File: src/rtl/lsu_spu_ldst_rcv_pkg.sv
// Shared definitions for the SPU ld/st receiver.
// Package lsu_spu_pkg: packet field offsets, widths, FSM states, FIFO entry
// layout and the bank decode helpers.
package lsu_spu_pkg;
  localparam int PCKT_W     = 123;
  localparam int NBANK      = 5;
  localparam int RQ_HI      = 122;
  localparam int RQ_LO      = 118;
  localparam int TID_HI     = 113;
  localparam int TID_LO     = 112;
  localparam int ADDR_HI    = 103;
  localparam int ADDR_LO    = 64;
  localparam int ADDR39_BIT = 103;
  localparam int BANK_HI    = 71;
  localparam int BANK_LO    = 70;

  typedef enum logic [1:0] {IDLE, REQ, SEND} state_e;

  // FIFO entry: encoded bank (0..4) kept next to the packet so the request
  // path never has to re-decode the address.
  typedef struct packed {
    logic [2:0]        bank;
    logic [PCKT_W-1:0] pckt;
  } ent_t;

  // addr[39] selects IO (bank 4); otherwise addr[7:6] picks an L2 bank.
  function automatic logic [2:0] bank_idx(input logic [PCKT_W-1:0] p);
    return p[ADDR39_BIT] ? 3'd4 : {1'b0, p[BANK_HI:BANK_LO]};
  endfunction

  function automatic logic [NBANK-1:0] bank_oh(input logic [2:0] idx);
    return 5'b00001 << idx;
  endfunction

  function automatic logic [NBANK-1:0] bank_decode(input logic [PCKT_W-1:0] p);
    return bank_oh(bank_idx(p));
  endfunction
endpackage

File: src/rtl/lsu_spu_ldst_rcv_if.sv
// SPU->LSU packet path and LSU->PCX request/grant bus.
// master: environment side (SPU and PCX arbiter) driving packet and grant.
// slave : the receiver, driving request, data and SPU status.
interface lsu_spu_ldst_rcv_if;
  import lsu_spu_pkg::*;
  logic [PCKT_W-1:0] spu_lsu_ldst_pckt;
  logic              spu_lsu_ldst_pckt_vld;
  logic [NBANK-1:0]  pcx_spu_grant_px;
  logic [NBANK-1:0]  spu_pcx_req_pq;
  logic [PCKT_W:0]   spu_pcx_data_px;
  logic              lsu_spu_pckt_full;
  logic              lsu_spu_pckt_sent_vld;
  logic [1:0]        lsu_spu_pckt_sent_tid;
  logic              lsu_spu_ovfl_err;

  modport master (
    output spu_lsu_ldst_pckt, spu_lsu_ldst_pckt_vld, pcx_spu_grant_px,
    input  spu_pcx_req_pq, spu_pcx_data_px, lsu_spu_pckt_full,
           lsu_spu_pckt_sent_vld, lsu_spu_pckt_sent_tid, lsu_spu_ovfl_err
  );
  modport slave (
    input  spu_lsu_ldst_pckt, spu_lsu_ldst_pckt_vld, pcx_spu_grant_px,
    output spu_pcx_req_pq, spu_pcx_data_px, lsu_spu_pckt_full,
           lsu_spu_pckt_sent_vld, lsu_spu_pckt_sent_tid, lsu_spu_ovfl_err
  );
endinterface

File: src/rtl/lsu_spu_ldst_rcv_fifo.sv
// lsu_spu_rcv_fifo: DEPTH-entry FIFO of ent_t (packet + bank).
// Ports: clk_i, rst_n_i (async low), push_i/wdata_i (accepted push),
// pop_i, rdata_o (head), full_o, empty_o, count_o.
// Pointers and count reset; entry storage does not.
module lsu_spu_rcv_fifo import lsu_spu_pkg::*; #(
  parameter  int DEPTH = 2,
  localparam int AW    = $clog2(DEPTH),
  localparam int CW    = AW + 1
) (
  input  logic          clk_i,
  input  logic          rst_n_i,
  input  logic          push_i,
  input  ent_t          wdata_i,
  input  logic          pop_i,
  output ent_t          rdata_o,
  output logic          full_o,
  output logic          empty_o,
  output logic [CW-1:0] count_o
);
  ent_t          mem_q [DEPTH];
  logic [AW-1:0] wp_q, rp_q;
  logic [CW-1:0] cnt_q, cnt_d;

  // DEPTH is a power of two, so pointer overflow is the modulo wrap.
  assign cnt_d = cnt_q + CW'(push_i) - CW'(pop_i);

  always_ff @(posedge clk_i or negedge rst_n_i) begin
    if (!rst_n_i) begin
      wp_q  <= '0;
      rp_q  <= '0;
      cnt_q <= '0;
    end else begin
      if (push_i) wp_q <= wp_q + AW'(1);
      if (pop_i)  rp_q <= rp_q + AW'(1);
      cnt_q <= cnt_d;
    end
  end

  always_ff @(posedge clk_i)
    if (push_i) mem_q[wp_q] <= wdata_i;

  assign rdata_o = mem_q[rp_q];
  assign full_o  = (cnt_q == CW'(DEPTH));
  assign empty_o = (cnt_q == '0);
  assign count_o = cnt_q;
endmodule

File: src/rtl/lsu_spu_ldst_rcv.sv
// lsu_spu_ldst_rcv: buffers SPU ld/st packets and issues them to the PCX
// with a per-bank request/grant handshake.
// Ports: rclk, reset_l (async low), bus (lsu_spu_ldst_rcv_if.slave).
// Optional macro LSU_SPU_RCV_BYPASS_EN: when idle and empty, a push drives
// the request combinationally from the incoming packet in the push cycle.
module lsu_spu_ldst_rcv import lsu_spu_pkg::*; #(
  parameter int DEPTH = 2
) (
  input  logic                rclk,
  input  logic                reset_l,
  lsu_spu_ldst_rcv_if.slave   bus
);
  localparam int CW = $clog2(DEPTH) + 1;

  state_e           state_q, state_d;
  ent_t             head;
  logic             full, empty, pop, push_ok, hit;
  logic [CW-1:0]    cnt;
  logic [NBANK-1:0] req;
  logic [PCKT_W:0]  data_q;
  logic             sent_vld_q, ovfl_q;
  logic [1:0]       tid_q;

  assign pop     = (state_q == SEND);
  // The SEND-cycle pop frees a slot, so a push into a full FIFO is taken then.
  assign push_ok = bus.spu_lsu_ldst_pckt_vld && (!full || pop);
  // Grants are only honoured in REQ and only on the requested bank.
  assign hit     = (state_q == REQ) && |(bus.pcx_spu_grant_px & bank_oh(head.bank));

  lsu_spu_rcv_fifo #(.DEPTH(DEPTH)) u_fifo (
    .clk_i   (rclk),
    .rst_n_i (reset_l),
    .push_i  (push_ok),
    .wdata_i ('{bank: bank_idx(bus.spu_lsu_ldst_pckt), pckt: bus.spu_lsu_ldst_pckt}),
    .pop_i   (pop),
    .rdata_o (head),
    .full_o  (full),
    .empty_o (empty),
    .count_o (cnt)
  );

  always_ff @(posedge rclk or negedge reset_l)
    if (!reset_l) state_q <= IDLE;
    else          state_q <= state_d;

  always_comb begin
    state_d = state_q;
    req     = '0;
    case (state_q)
      IDLE: begin
        if (!empty || push_ok) state_d = REQ;
`ifdef LSU_SPU_RCV_BYPASS_EN
        if (empty && bus.spu_lsu_ldst_pckt_vld)
          req = bank_decode(bus.spu_lsu_ldst_pckt);
`endif
      end
      REQ: begin
        req = bank_oh(head.bank);
        if (hit) state_d = SEND;
      end
      SEND:    state_d = (cnt > CW'(1) || push_ok) ? REQ : IDLE;
      default: state_d = IDLE;
    endcase
  end

  // Data is captured at the grant edge so it is valid during SEND; the
  // payload bits hold their last value afterwards.
  always_ff @(posedge rclk or negedge reset_l) begin
    if (!reset_l) begin
      data_q     <= '0;
      sent_vld_q <= 1'b0;
      tid_q      <= '0;
      ovfl_q     <= 1'b0;
    end else begin
      data_q[PCKT_W] <= hit;
      sent_vld_q     <= hit;
      if (hit) begin
        data_q[PCKT_W-1:0] <= head.pckt;
        tid_q              <= head.pckt[TID_HI:TID_LO];
      end
      if (bus.spu_lsu_ldst_pckt_vld && !push_ok) ovfl_q <= 1'b1;
    end
  end

  assign bus.spu_pcx_req_pq        = req;
  assign bus.spu_pcx_data_px       = data_q;
  assign bus.lsu_spu_pckt_full     = full;
  assign bus.lsu_spu_pckt_sent_vld = sent_vld_q;
  assign bus.lsu_spu_pckt_sent_tid = tid_q;
  assign bus.lsu_spu_ovfl_err      = ovfl_q;
endmodule

File: src/flat_wrapper.sv
// flat-port wrapper written by rule: the top's interface ports become plain ports
module lsu_spu_ldst_rcv_flat import lsu_spu_pkg::*;
#(
  parameter int DEPTH = 2
)
  (rclk, reset_l, bus_spu_lsu_ldst_pckt, bus_spu_lsu_ldst_pckt_vld, bus_pcx_spu_grant_px, bus_spu_pcx_req_pq, bus_spu_pcx_data_px, bus_lsu_spu_pckt_full, bus_lsu_spu_pckt_sent_vld, bus_lsu_spu_pckt_sent_tid, bus_lsu_spu_ovfl_err);
  lsu_spu_ldst_rcv_if bus_i ();
  input  logic rclk;
  input  logic reset_l;
  input wire logic [$bits(bus_i.spu_lsu_ldst_pckt)-1:0] bus_spu_lsu_ldst_pckt;
  input wire logic [$bits(bus_i.spu_lsu_ldst_pckt_vld)-1:0] bus_spu_lsu_ldst_pckt_vld;
  input wire logic [$bits(bus_i.pcx_spu_grant_px)-1:0] bus_pcx_spu_grant_px;
  output wire logic [$bits(bus_i.spu_pcx_req_pq)-1:0] bus_spu_pcx_req_pq;
  output wire logic [$bits(bus_i.spu_pcx_data_px)-1:0] bus_spu_pcx_data_px;
  output wire logic [$bits(bus_i.lsu_spu_pckt_full)-1:0] bus_lsu_spu_pckt_full;
  output wire logic [$bits(bus_i.lsu_spu_pckt_sent_vld)-1:0] bus_lsu_spu_pckt_sent_vld;
  output wire logic [$bits(bus_i.lsu_spu_pckt_sent_tid)-1:0] bus_lsu_spu_pckt_sent_tid;
  output wire logic [$bits(bus_i.lsu_spu_ovfl_err)-1:0] bus_lsu_spu_ovfl_err;
  assign bus_i.spu_lsu_ldst_pckt = bus_spu_lsu_ldst_pckt;
  assign bus_i.spu_lsu_ldst_pckt_vld = bus_spu_lsu_ldst_pckt_vld;
  assign bus_i.pcx_spu_grant_px = bus_pcx_spu_grant_px;
  assign bus_spu_pcx_req_pq = bus_i.spu_pcx_req_pq;
  assign bus_spu_pcx_data_px = bus_i.spu_pcx_data_px;
  assign bus_lsu_spu_pckt_full = bus_i.lsu_spu_pckt_full;
  assign bus_lsu_spu_pckt_sent_vld = bus_i.lsu_spu_pckt_sent_vld;
  assign bus_lsu_spu_pckt_sent_tid = bus_i.lsu_spu_pckt_sent_tid;
  assign bus_lsu_spu_ovfl_err = bus_i.lsu_spu_ovfl_err;
  lsu_spu_ldst_rcv #(.DEPTH(DEPTH)) u_core (.rclk(rclk), .reset_l(reset_l), .bus(bus_i));
endmodule
File: config.mk
export PLATFORM = sky130hd
export DESIGN_NAME = lsu_spu_ldst_rcv_flat
export DESIGN_NICKNAME = d
export VERILOG_FILES = /design/src/rtl/lsu_spu_ldst_rcv_pkg.sv /design/src/rtl/lsu_spu_ldst_rcv_if.sv /design/src/rtl/lsu_spu_ldst_rcv_fifo.sv /design/src/rtl/lsu_spu_ldst_rcv.sv /design/src/flat_wrapper.sv
export SDC_FILE = /design/constraint.sdc
export NUM_CORES = 1
export LEC_CHECK = 0
export BUFFER_PORTS_ARGS = -buffer_cell sky130_fd_sc_hd__clkbuf_2
export CAP_MARGIN = 0
export CORE_ASPECT_RATIO = 1.75
export CORE_MARGIN = 1
export CORE_UTILIZATION = 38
export DETAILED_ROUTE_END_ITERATION = 7
export SLEW_MARGIN = 15
export SYNTH_ARGS = -nofsm -noshare
export SYNTH_HDL_FRONTEND = slang
export SYNTH_SLANG_ARGS = --single-unit
File: constraint.sdc
create_clock -name rclk -period 10.5 [get_ports rclk]
set_input_delay 2.1 -clock rclk [delete_from_list [all_inputs] [get_ports rclk]]
set_output_delay 2.1 -clock rclk [all_outputs]
set_load 0.1 [all_outputs]
==> reports/qor.yml, run 1 <==
fin_crit_sh_pct: 48.5
yosysMostFrequentCell: "edfxtp_1"
max_slew_margin_pct: 27.7
drt_wl_total_um: 29800
areaGrowthSynthToFinish_pct: 20.5
worstRegToRegCells: 6
drive_gt1_share_pct: 56.8
clock_path_buffers: 3
io_pins: 265
cts_hold_buf: 0
vias_per_cell: 4.80
grt_start_max_net_pins: 71
htreeDepth: 2
yosys.cell_types.count: 37
coreArea_um2: 37000
rsz0062_at_grt: "no"
synthCells: 715
firstDrtPassIters: 4
die_h_um: 259
cpMaxStageDelayCell: "dfrtp_4"
crit_path_max_incr_delay_ps: 1020
fin_setup_tns_ps: 0
status: "finished clean"
hold_slack_ps: 476
grt_use_total_pct: 15.6
synth.cells.most_frequent: "edfxtp_1 (250), mux2_2 (187), dfrtp_1 (131), mux2_4 (58), clkbuf_1 (11)"
synth_top_area_share_pct: 52.4
ant_nets: 0
hold_path.class: "register to register"
tightest_slew_ps: 1080
vias: 7178
cp-end-kind: "output pin"
cp_max_fo: 65
synth-warning-count: 0
chipWidth_um: 149
synth_area_leaders: "edfxtp_1 (52%), dfrtp_1 (23%), mux2_2 (15%)"
cts_sinks: 381
synthFlopType: "edfxtp_1"
grt_pass1_wl_um: 44800
hold_viol_final: 0
async_reset_ff_share_pct: 34.4
setup.worst_path.start_class: "register"
cts_resized: 0
grt_antenna_before_repair: 5
dpl-instance-area_um2: 16100
wl_per_cell_um: 20.0
synth_edf_count: 250
clk_pin_slew_ps: 60
root_buffer: "clkbuf_16"
overflow: 0
synth-seq-cells: 381
synth_nets: 847
cts_buffers: 37
synth_area_leader_cell: "edfxtp_1"
rows: 93
cts_tree: "yes"
critPathArrivalTime_ps: 3000
dp_hpwl_um: 18700
synthesis.area_um2: 14300
dieArea_um2: 38500
design_area_um2: 17300
setup_viol: 0
cp.required_ps: 8400
clkLatencyLatePin_ps: 520
avgSynthCellArea_um2: 20.0
cap_violations: 0
first_iter_violations: 237
maxSlewViolCount: 0
gp_congestion: 0.802
initial_core_util_pct: 38.7
cts_setup_buffers: 0
ys_seq_area_share_pct: 75.3
drcViolationCount: 0
finalCriticalPeriod_ps: 5100
skew_ps: 9.99
path_class: "register to output pin"
final_nets: 1124
min_delay_path_depth: 1
path_cells: "mux2_2 > or2_2 > o21ba_2 > clkbuf_2"
max_freq_ghz: 0.196
grt_pass1_vias: 7732
io_buffers: 264
metrics by stage:
step                utilization (%)  setup slack (ps)  std cells
finish                         46.7              5400       1495
global route                   46.7              5260       1495
CTS                            46.7              5310       1493
detailed placement             43.6              5370       1428
global placement               43.6              5410       1428
floorplan                         -              2520        715
area by class of cell:
cell class              count  area (um2)
repair buffers            271        1380
clock inverters            11        86.3
clock buffers              54        1050
diodes                      2        5.00
inverters                   4        15.0
flip-flops and latches    381       10800
multi-input cells         297        3350
fillers                  3240       19700
well taps                 475         594
cells in the final DEF (no fill, tap or decap), drive strengths merged:
| master | count |
|---|---|
| clkbuf | 317 |
| edfxtp | 250 |
| mux2 | 245 |
| dfrtp | 131 |
| nor2 | 9 |
| buf | 8 |
| clkinv | 6 |
| nand2 | 5 |
| inv | 5 |
| xnor2 | 4 |
| nor2b | 3 |
| a21oi | 3 |
| clkinvlp | 3 |
| o21ai | 3 |
| diode | 2 |
| nand2b | 2 |
| mux2i | 2 |
| a211o | 2 |
| nand3 | 2 |
| a31o | 2 |
| o21bai | 1 |
| nor3b | 1 |
| nor3 | 1 |
| or2 | 1 |
| o21ba | 1 |
| nor4b | 1 |
| and4bb | 1 |
| nand4 | 1 |
| nand3b | 1 |
| a32oi | 1 |
| o32a | 1 |
| and3 | 1 |
| a311o | 1 |
| a22o | 1 |
| ha | 1 |
| bufinv | 1 |
worst max-delay path, delay by kind of cell, from the launching register on:
kind / cells / cell delay [ps]
DFF: 1 / 1020
muxes: 1 / 440
buffers and inverters: 1 / 440
and+or+nand+nor: 1 / 320
AOI/OAI and AO/OA: 1 / 240
final timing paths:
path	from	endpoint	slack, ps
min reg2reg	u_core.bus.lsu_spu_ovfl_err$_DFFE_PN0P_	u_core.bus.lsu_spu_ovfl_err$_DFFE_PN0P_	480
max in group asynchronous	reset_l	u_core.u_fifo.rp_q$_DFFE_PN0N_	7300
min	u_core.bus.lsu_spu_ovfl_err$_DFFE_PN0P_	u_core.bus.lsu_spu_ovfl_err$_DFFE_PN0P_	480
max reg2reg	u_core.u_fifo.rp_q$_DFFE_PN0N_	u_core.bus.spu_pcx_data_px[113]$_DFFE_PN0P_	6810
min in group asynchronous	reset_l	u_core.bus.spu_pcx_data_px[38]$_DFFE_PN0P_	1600
max	u_core.u_fifo.rp_q$_DFFE_PN0N_	bus_spu_pcx_req_pq[0]	5400
registers in the layout, summed over array words and instances (netlist names):
| register | cells |
|---|---|
| u_core.bus.lsu_spu_ovfl_err | 1 |
| u_core.state_q | 2 |
| u_core.bus.lsu_spu_pckt_sent_tid | 1 |
| u_core.u_fifo.wp_q | 1 |
| u_core.bus.spu_pcx_data_px | 123 |
| u_core.u_fifo.mem_q | 250 |
| u_core.u_fifo.count_o | 2 |
| u_core.u_fifo.rp_q | 1 |
per-layer routing:
layer | wire (um) | track usage [%] | vias up
li1 | - | - | 3269
met1 | 11000 | 16.8 | 3665
met2 | 16300 | 28.9 | 189
met3 | 1690 | 4.01 | 49
met4 | 803 | 5.78 | 6
met5 | 41 | 0 | -
cells by family (layout without fill, tap and decap cells):
family,count (synthesis),after routing,synth area share (%)
AO/OA/AOI/OAI,16,16,0.838
XOR/XNOR,4,4,0.244
adder cells (fa/ha/maj),1,1,0.0873
buffers and inverters,37,340,1.53
flip-flops,381,381,75.3
multiplexers,247,247,20.9
other,0,2,0
AND/OR/NAND/NOR,29,29,1.14
Power of run 1 is left out: the tool's default activity adds up to more than one toggle a clock period on the data nets, which glitch-free logic cannot reach.
==> inputs of run 2 (changes only) <==
clock period = 4.7 ns   (was 10.5 ns; I/O delays follow)
==> reports/qor.yml, run 2 (same netlist as run 1, synthesis figures left out) <==
cap_violations: 0  # unchanged
initial_core_util_pct: 38.7  # unchanged
cp_max_fo: 11  # -83%
worstRegToRegCells: 6  # unchanged
setup_viol: 0  # unchanged
skew_ps: 28.7  # +18.7 ps
grt_pass1_wl_um: 45100  # +0.54%
cts_tree: "yes"
multi_input_area_um2: 3350  # unchanged
root_buffer: "clkbuf_16"
io_pins: 265  # unchanged
setup_slack_ps: 1350  # -4050 ps
seqCellArea_um2: 10800  # unchanged
rows: 93  # unchanged
status: "finished clean"
overflow: 0  # unchanged
chipWidth_um: 149  # unchanged
io_buffers: 264  # unchanged
final_cell_mix: "clkbuf_2 (263), edfxtp_1 (250), mux2_2 (187)"
cts_resized: 0  # unchanged
dieArea_um2: 38500  # unchanged
drive_gt1_share_pct: 57.2  # +0.42 points
final_common_cell: "clkbuf_2"
cts_setup_buffers: 0  # unchanged
min_delay_path_depth: 1  # unchanged
fillers: 3237  # -0.093%
tightest_slew_ps: 939  # -145 ps
max_freq_ghz: 0.299
coreArea_um2: 37000  # unchanged
areaGrowthSynthToFinish_pct: 21.8
crit_buf_inv: 1  # unchanged
largest-register: "u_core.u_fifo.mem_q"
firstDrtPassIters: 4  # unchanged
cts_buffers: 38  # +2.7%
rsz0062_at_grt: "no"
path_cells: "mux2_2 > or2_2 > o21ba_2 > clkbuf_2"
wl_per_cell_um: 19.5  # -2.2%
dp_slack_ps: 1920  # -3450 ps
hold_viol_final: 0  # unchanged
die_h_um: 259  # unchanged
drcViolationCount: 0  # unchanged
ant_nets: 0  # unchanged
cp.depth: 4  # unchanged
clock_path_buffers: 3  # unchanged
maxSlewViolCount: 0  # unchanged
vias: 7238  # +0.84%
dp_hpwl_um: 18200  # -2.6%
largest_reg_flops: 250  # unchanged
grt_start_max_net_pins: 124  # +75%
path_class: "register to output pin"
cpMaxStageDelayCell: "dfrtp_4"
clkLatencyLatePin_ps: 550  # +30 ps
drt_wl_total_um: 29400  # -1.4%
path_delay_family: "flip-flops"
crit_path_max_incr_delay_ps: 500  # -520 ps
setup.worst_path.start_class: "register"
vias_per_cell: 4.80  # about the same
htreeDepth: 2  # unchanged
cts_hold_buf: 0  # unchanged
critPathArrivalTime_ps: 2410  # -590 ps
max_slew_margin_pct: 37.4  # +9.7 points
cts_sinks: 381  # unchanged
fin_crit_sh_pct: 71.3
first_iter_violations: 219  # -7.6%
grt_pass1_vias: 8060  # +4.2%
finalCriticalPeriod_ps: 3350
grt_antenna_before_repair: 7  # +2
grt_use_total_pct: 15.5  # -0.088 points
clk_pin_slew_ps: 60  # about the same
cp.required_ps: 3760  # -4640 ps
cp-end-kind: "output pin"
hold_path.class: "register to register"
final_nets: 1130  # +0.53%
gp_congestion: 0.750  # -6.4%
fin_setup_tns_ps: 0  # unchanged
run 2: cell types whose count changed in the layout (fill, tap and decap cells not counted), sizes merged:
cell,before,now
bufinv,1,2
buf,8,13
diode,2,4
inv,5,8
clkinvlp,3,0
clkinv,6,10
run 2: routing by layer:
layer / part of all wire [%] / global-route usage, % / routed length (um)
met2: 55 / 29.6 / 16200
met1: 36 / 15.6 / 10500
met4: 3.9 / 7.23 / 1150
met3: 5.1 / 3.41 / 1490
met5: 0.12 / 0 / 34
run 2: cell type report:
cell class / count / area share [%]
inverter: 4 / 0.0860
antenna: 4 / 0.0573
timing repair buffer: 276 / 8.48
sequential: 381 / 61.8
clock inverter: 16 / 0.946
tap: 475 / 3.41
clock buffer: 54 / 6.02
multi-input combinational: 297 / 19.2
run 2: final timing paths:
| check | from | endpoint | slack (ps) |
|---|---|---|---|
| max | u_core.u_fifo.rp_q$_DFFE_PN0N_ | bus_spu_pcx_req_pq[0] | 1350 |
| min | u_core.bus.lsu_spu_ovfl_err$_DFFE_PN0P_ | u_core.bus.lsu_spu_ovfl_err$_DFFE_PN0P_ | 470 |
| max reg2reg | u_core.u_fifo.rp_q$_DFFE_PN0N_ | u_core.bus.spu_pcx_data_px[64]$_DFFE_PN0P_ | 2220 |
| min reg2reg | u_core.bus.lsu_spu_ovfl_err$_DFFE_PN0P_ | u_core.bus.lsu_spu_ovfl_err$_DFFE_PN0P_ | 470 |
| max in group asynchronous | reset_l | u_core.bus.spu_pcx_data_px[123]$_DFF_PN0_ | 3240 |
| min in group asynchronous | reset_l | u_core.bus.spu_pcx_data_px[40]$_DFFE_PN0P_ | 500 |
run 2: worst register-to-register path, delay by kind of cell (launching register included):
family                 cells  cell delay (ps)
flip-flops                 1              540
AO/OA/AOI/OAI              1              280
buffers and inverters      1              400
multiplexers               1              400
AND/OR/NAND/NOR            3              740
run 2: metrics by stage:
step	util (%)	instances	cell area (um2)	hold WS, ps
CTS	47.1	1503	17400	476
finish	47.2	1507	17500	473
detailed placement	43.9	1433	16200	462
global route	47.2	1507	17500	499
floorplan	-	715	14300	493
global placement	43.9	1433	16200	450
Power of run 2 is left out for the same reason.
